--- src/rtl/prga_decrypt_fsm.sv ---
// RC4 PRGA decrypt engine.
// Reads the shuffled S memory, generates one keystream byte per message byte,
// XORs it with the encrypted ROM byte and writes the plaintext to the RAM.
// Optionally stops early on the first byte that is not a lowercase letter
// or a space, clearing key_valid so the key search can skip this candidate.
module prga_decrypt_fsm #(
  parameter int MSG_LEN     = 32,
  parameter int MSG_AW      = 5,
  parameter bit CHECK_CHARS = 1'b1
) (
  input  logic              CLOCK_50,
  input  logic              reset,
  input  logic              start,
  output logic [7:0]        s_address,
  output logic [7:0]        s_data,
  output logic              s_wren,
  input  logic [7:0]        s_q,
  output logic [MSG_AW-1:0] rom_address,
  input  logic [7:0]        rom_q,
  output logic [MSG_AW-1:0] ram_address,
  output logic [7:0]        ram_data,
  output logic              ram_wren,
  output logic              busy,
  output logic              done,
  output logic              key_valid
);

  typedef enum logic [3:0] {
    IDLE, RD_I, WT_I, LT_I, RD_J, WT_J, LT_J,
    SW_I, SW_J, RD_F, WT_F, LT_F, WR_O, DONE
  } state_t;

  localparam logic [MSG_AW-1:0] K_LAST = MSG_AW'(MSG_LEN - 1);

  state_t state, state_nxt;

  logic [7:0]        i, j, si, sj, f, enc;
  logic [MSG_AW-1:0] k;

  // Bus hold registers: each bus keeps its last driven value while unused.
  logic [7:0]        s_address_q, s_data_q, ram_data_q;
  logic [MSG_AW-1:0] rom_address_q, ram_address_q;

  logic [7:0] plain;
  logic       plain_ok;
  logic       last_byte;

  assign plain     = f ^ enc;
  assign plain_ok  = ((plain >= 8'h61) && (plain <= 8'h7A)) || (plain == 8'h20);
  assign last_byte = (k == K_LAST);
  assign busy      = (state != IDLE) && (state != DONE);
  assign done      = (state == DONE);

  // State register; reset drops straight back to IDLE.
  always_ff @(posedge CLOCK_50 or negedge reset) begin
    if (!reset) state <= IDLE;
    else        state <= state_nxt;
  end

  // Next-state logic and memory-port drive for each step of the byte loop.
  always_comb begin
    state_nxt   = state;
    s_address   = s_address_q;
    s_data      = s_data_q;
    s_wren      = 1'b0;
    rom_address = rom_address_q;
    ram_address = ram_address_q;
    ram_data    = ram_data_q;
    ram_wren    = 1'b0;
    unique case (state)
      IDLE, DONE: if (start) state_nxt = RD_I;
      RD_I: begin
        s_address = i;
        state_nxt = WT_I;
      end
      WT_I: state_nxt = LT_I;
      LT_I: state_nxt = RD_J;
      RD_J: begin
        s_address = j;
        state_nxt = WT_J;
      end
      WT_J: state_nxt = LT_J;
      LT_J: state_nxt = SW_I;
      SW_I: begin
        s_address = i;
        s_data    = sj;
        s_wren    = 1'b1;
        state_nxt = SW_J;
      end
      SW_J: begin
        s_address = j;
        s_data    = si;
        s_wren    = 1'b1;
        state_nxt = RD_F;
      end
      RD_F: begin
        s_address   = si + sj;
        rom_address = k;
        state_nxt   = WT_F;
      end
      WT_F: state_nxt = LT_F;
      LT_F: state_nxt = WR_O;
      WR_O: begin
        ram_address = k;
        ram_data    = plain;
        ram_wren    = 1'b1;
        if (CHECK_CHARS && !plain_ok) state_nxt = DONE;
        else if (last_byte)           state_nxt = DONE;
        else                          state_nxt = RD_I;
      end
      default: state_nxt = IDLE;
    endcase
  end

  // Capture whatever each bus drove this cycle so it holds when idle.
  always_ff @(posedge CLOCK_50 or negedge reset) begin
    if (!reset) begin
      s_address_q   <= '0;
      s_data_q      <= '0;
      rom_address_q <= '0;
      ram_address_q <= '0;
      ram_data_q    <= '0;
    end else begin
      s_address_q   <= s_address;
      s_data_q      <= s_data;
      rom_address_q <= rom_address;
      ram_address_q <= ram_address;
      ram_data_q    <= ram_data;
    end
  end

  // PRGA indices, latched memory data and the running key verdict.
  always_ff @(posedge CLOCK_50 or negedge reset) begin
    if (!reset) begin
      i         <= '0;
      j         <= '0;
      k         <= '0;
      si        <= '0;
      sj        <= '0;
      f         <= '0;
      enc       <= '0;
      key_valid <= 1'b0;
    end else begin
      case (state)
        IDLE, DONE: begin
          if (start) begin
            i         <= 8'd1;
            j         <= 8'd0;
            k         <= '0;
            key_valid <= 1'b1;
          end
        end
        LT_I: begin
          si <= s_q;
          j  <= j + s_q;
        end
        LT_J: sj <= s_q;
        LT_F: begin
          f   <= s_q;
          enc <= rom_q;
        end
        WR_O: begin
          if (CHECK_CHARS && !plain_ok) begin
            key_valid <= 1'b0;
          end else if (!last_byte) begin
            k <= k + 1'b1;
            i <= i + 8'd1;
          end
        end
        default: ;
      endcase
    end
  end

endmodule
--- config.mk ---
export PLATFORM = sky130hd
export DESIGN_NAME = prga_decrypt_fsm
export DESIGN_NICKNAME = d
export VERILOG_FILES = /design/src/rtl/prga_decrypt_fsm.sv
export SDC_FILE = /design/constraint.sdc
export NUM_CORES = 1
export LEC_CHECK = 0
export CORE_ASPECT_RATIO = 1.25
export CORE_MARGIN = 2
export CORE_UTILIZATION = 45
export DETAILED_ROUTE_END_ITERATION = 6
export PLACE_DENSITY = 0.71
export SETUP_SLACK_MARGIN = 0.02
export SYNTH_ARGS = -nofsm -noshare
export SYNTH_HDL_FRONTEND = slang
export SYNTH_SLANG_ARGS = --single-unit
export TNS_END_PERCENT = 5
--- constraint.sdc ---
create_clock -name CLOCK_50 -period 2.2 [get_ports CLOCK_50]
set_input_delay 0.33 -clock CLOCK_50 [delete_from_list [all_inputs] [get_ports CLOCK_50]]
set_output_delay 0.33 -clock CLOCK_50 [all_outputs]
set_load 0.005 [all_outputs]
==> out/results.txt <==
The tools report the first-pass GRT wire length as 18600 um. Summed over all layers, the global routing overflow is 0. The share of total power dissipated in sequential elements is 30.8%.

In this run the worst path has a maximum fanout of 2. CTS placed an instance of sky130_fd_sc_hd__clkbuf_16 at the clock tree root. In this run, synthesis produced a sequential element count of 92. Dividing the detail-routed via count by the number of cells gives 5.50. Cells fill 62.2% of the core in the end.

For the smallest hold slack, the log shows 0.470 ns. In the synthesized netlist the async set-or-reset flop fraction comes to 100%. After technology mapping, the gate count stands at 431.

In this run the cell area of the synthesized design comes to 0.00458 mm2. After layout, the minimum clock period comes to 2.59 ns. The CTS clock-pin slew for the worst setup and hold paths was 0.06 ns. Synthesis produced a netlist with a net count of 469. The min-delay analysis places its worst path in the category input port to async pin.

The logs give 0 for the number of slew-limit violations in the final report and 0.386 GHz for the maximum achievable frequency. Setup repair after global routing could not meet its margin everywhere. Across the run, the number of max-cap violations was 0. Compared with the post-synthesis result, the final layout area differs by 35.9%.

The run gives 597 as the post-layout net count. The logs give 22.3% for the total global routing track utilization and 3.02 nW for the leakage power figure. The post-route netlist has 30.8% of its cells at a drive strength greater than 1. The worst max-slew margin expressed relative to the limit was 65.2%. Horizontal die dimension: 94.2 um.

Final worst clock skew: 0.00717 ns. The tools report the critical path launch point type as a flip-flop. The logs give 92 for the number of sinks handled by clock tree synthesis and 666 for the number of placed instances, taps included.

The worst voltage drop across the vdd grid was 834 uV; the share of the clock period used by the worst path was 118%. The initialized floorplan defines 41 standard-cell rows. The internal power consumption was 5.99 mW; the number of buffers on the longest clock path was 2. The critical path goes through ha_2, fa_2, buf_6, xor2_1, a222oi_1, mux2i_1, buf_2. The setup path with the least slack is of type flip-flop to output pin. For the number of global-route vias before repair, the log shows 3857.

In this run the mean area of a mapped cell was 10.6 um2. After legalization and detailed placement, the total HPWL measured 8340 um. For the number of levels in the clock H-tree, the log shows 3.

Leaving out filler cells and counting taps, the final layout contains 691. The reg-to-reg critical path startpoint is sj[0]. At the placement stage, the worst setup path has a slack of -0.584 ns. The die covers 0.0110 mm2. The TritonCTS buffer count was 9.

The synthesized design contains 0 enable-type register cells. For flop-to-flop paths, the worst setup slack is -0.32 ns. In this run the critical register-to-register path is captured at s_address_q[2]. The longest individual stage delay on the worst path is 0.39 ns, and the unique cell type count in the Yosys netlist is 49. Entering global routing, the biggest net connects 40 pins. The clock network is responsible for 14.4% of the overall power. The logs give 0 for the initial antenna violation count and 58 for the top-level I/O count. For this design the ratio of total power to cell area is 1560 mW/mm2. Fraction of power consumed by combinational cells: 54.8%. The worst setup path is captured at an output pin. Number of cells on the worst reg-to-reg path: 12.

Once placement finished, the instance area stood at 0.00576 mm2. The tools report the setup violation total in the final timing report as 15. In this run switching power makes up 38.2% of total power. Data arrives at the worst endpoint at 2.26 ns.

The Yosys warning count is 0. The checks that failed: negative setup slack. TritonCTS built the clock tree. Detailed routing inserted a total of 3803 vias. Y dimension of the die: 117 um. The run gives 0 as the DRC violations left. The repair_antennas step left the layout with diodes totalling 0. Once detail routing completed, the nets flagged for antenna violations numbered 0.

The largest individual stage delay along the critical path comes from the cell sky130_fd_sc_hd__dfrtp_1. The leading register cell type out of synthesis is sky130_fd_sc_hd__dfrtp_1. The core region is 0.0100 mm2.

At the pin with the least slew margin, the transition time is 0.523 ns. The total wire length after detailed routing is 11500 um. The number of hold violations in the final report was 0. The finished cells cover 0.00622 mm2.

Dividing the detail-routed wire length by the instance count gives 16.7 um. The post-route worst setup slack came out at -0.388 ns. The total iterations of the first detailed-routing run was 6; the switching power summed over all nets was 3.70 mW. The detailed router finished its first iteration with 240 violations.

For this configuration, the core starts out at a cell density of 45.7%. The share of the Yosys chip area taken by registers is 50.3%. The number of buffers added on ports works out to 57. The congestion estimate from routability-driven global placement came to 0.850. At the worst endpoint, the required time is 1.87 ns. The run finished, with violations left. The clock insertion delay at the later pin of the skew report is 0.35 ns.
## cell usage after synthesis, drive strengths merged (2+ instances only)
cell | n | area [um2]
o211ai | 3 | 22.5
nor4 | 3 | 25.0
nand4 | 4 | 25.0
o21bai | 2 | 15.0
nand3 | 11 | 55.1
o41ai | 4 | 35.0
or3 | 4 | 25.0
or2 | 2 | 12.5
xor2 | 12 | 105
dfrtp | 92 | 2300
a21o | 3 | 22.5
nor3 | 10 | 75.1
and3 | 4 | 25.0
a21oi | 20 | 100
nand2b | 7 | 43.8
a222oi | 6 | 60.1
buf | 6 | 35.0
a31o | 2 | 17.5
o21ai | 17 | 85.1
xnor2 | 12 | 105
mux2i | 10 | 100
nor2 | 22 | 82.6
inv | 11 | 41.3
a22o | 2 | 17.5
fa | 2 | 40.0
nor2b | 2 | 12.5
nand2 | 76 | 285
mux2 | 33 | 372
a22oi | 8 | 60.1
nand3b | 2 | 15.0
a221o | 2 | 20.0
clkbuf | 9 | 33.8
ha | 17 | 213
nor3b | 2 | 20.0
## power by group through the flow
stage          Sequential (mW)  Combinational [mW]  Clock, mW
6_report                  2.99                5.31       1.40
2_1_floorplan             2.83                2.85          0
3_3_place_gp              2.95                4.89          0
3_5_place_dp              2.98                5.04          0
5_1_grt                   3.07                5.83       1.49
4_1_cts                   2.95                5.21       1.42
## flip-flops by register name, indices dropped and copies added (netlist names)
name           flops
enc                8
f                  8
i                  8
j                  8
ram_data_q         8
s_address_q        8
s_data_q           8
si                 8
sj                 8
k                  5
ram_address_q      5
rom_address_q      5
state              4
key_valid          1
## what timing repair did
| action | CTS | global route |
|---|---|---|
| endpoints found under the setup margin | 38 | 50 |
| resized for setup | 115 | 26 |
| hold endpoints to repair | 32 | 0 |
| setup buffers | 12 | 0 |
| hold buffers | 1 | 0 |
| pin swaps | 13 | 10 |
## routing by layer
| metal | GRT usage [%] | up-vias | share of wire (%) |
|---|---|---|---|
| li1 | - | 1781 | - |
| met1 | 26.1 | 1896 | 40 |
| met2 | 38.6 | 97 | 52 |
| met3 | 3.74 | 29 | 3.6 |
| met4 | 12.9 | 0 | 4.3 |
| met5 | 0 | - | 0 |
## cell usage in the layout (no fill, tap or decap), drive strengths merged, types with 2 or more instances in the layout
cell           netlist  routed
o21bai               2       2
dlygate4sd2          0       9
nor4                 3       3
nand2               76      76
buf                  6      84
nor3                10      10
nor2                22      22
a221o                2       2
nand3               11      11
or2                  2       2
a22oi                8       8
nand3b               2       2
clkdlybuf4s50        0      21
o21ai               17      17
a31o                 2       2
clkdlybuf4s15        0       7
nand2b               7       7
ha                  17      17
nor2b                2       2
mux2i               10      10
or3                  4       4
clkbuf               9      19
inv                 11      11
clkinv               0       3
o41ai                4       4
a222oi               6       6
o211ai               3       3
nand4                4       4
and3                 4       4
dlymetal6s2s         0       2
mux2                33      33
a21oi               20      20
a22o                 2       2
xor2                12      12
nor3b                2       2
dfrtp               92      92
a21o                 3       3
fa                   2       2
xnor2               12      12
## critical path, delay by kind of cell (launching register included)
kind                     cells  cell delay (ns)
AO/OA/AOI/OAI                1             0.37
XOR/XNOR                     1             0.13
adder cells (fa/ha/maj)      2             0.57
buffers and inverters        2             0.29
flip-flops                   1             0.39
multiplexers                 1             0.17
## layout make-up
class                      count  area (um2)
sequential                    92        2300
multi-input combinational    313        2330
clock buffer                  11         243
fill                         795        3780
timing repair buffer         132        1130
inverter                      11        41.3
clock inverter                 3        15.0
tap                          129         161
## kinds of logic (layout without fill, tap and decap cells)
kind of cell,after synthesis,count (layout),share of synthesized area (%)
muxes,43,43,10.3
AOI/OAI and AO/OA,76,76,11.2
buffers and inverters,26,157,2.41
DFF,92,92,50.3
adders and majority gates,19,19,5.52
xor gates and xnor gates,24,24,4.59
and+or+nand+nor,151,151,15.6
## worst max-delay path by stage
stage	to	depth (start not counted)	start	slack, ns
final	s_address[2]	7	sj[0]	-0.39
after global placement	s_address[7]	8	sj[1]	-0.54
after detailed placement	s_address[7]	8	sj[1]	-0.58
after floorplan	s_address[6]	8	si[0]	0.03
after global routing	s_address[2]	7	si[1]	-0.48
after CTS	s_address[2]	7	sj[0]	-0.47
## per-stage QoR
stage               power, mW  setup TNS [ns]
CTS                      9.58           -5.05
global route             10.4           -6.01
finish                   9.69           -3.58
detailed placement       8.03           -3.46
global placement         7.84           -2.97
floorplan                5.67               0
(Power assumes the default switching activity.)
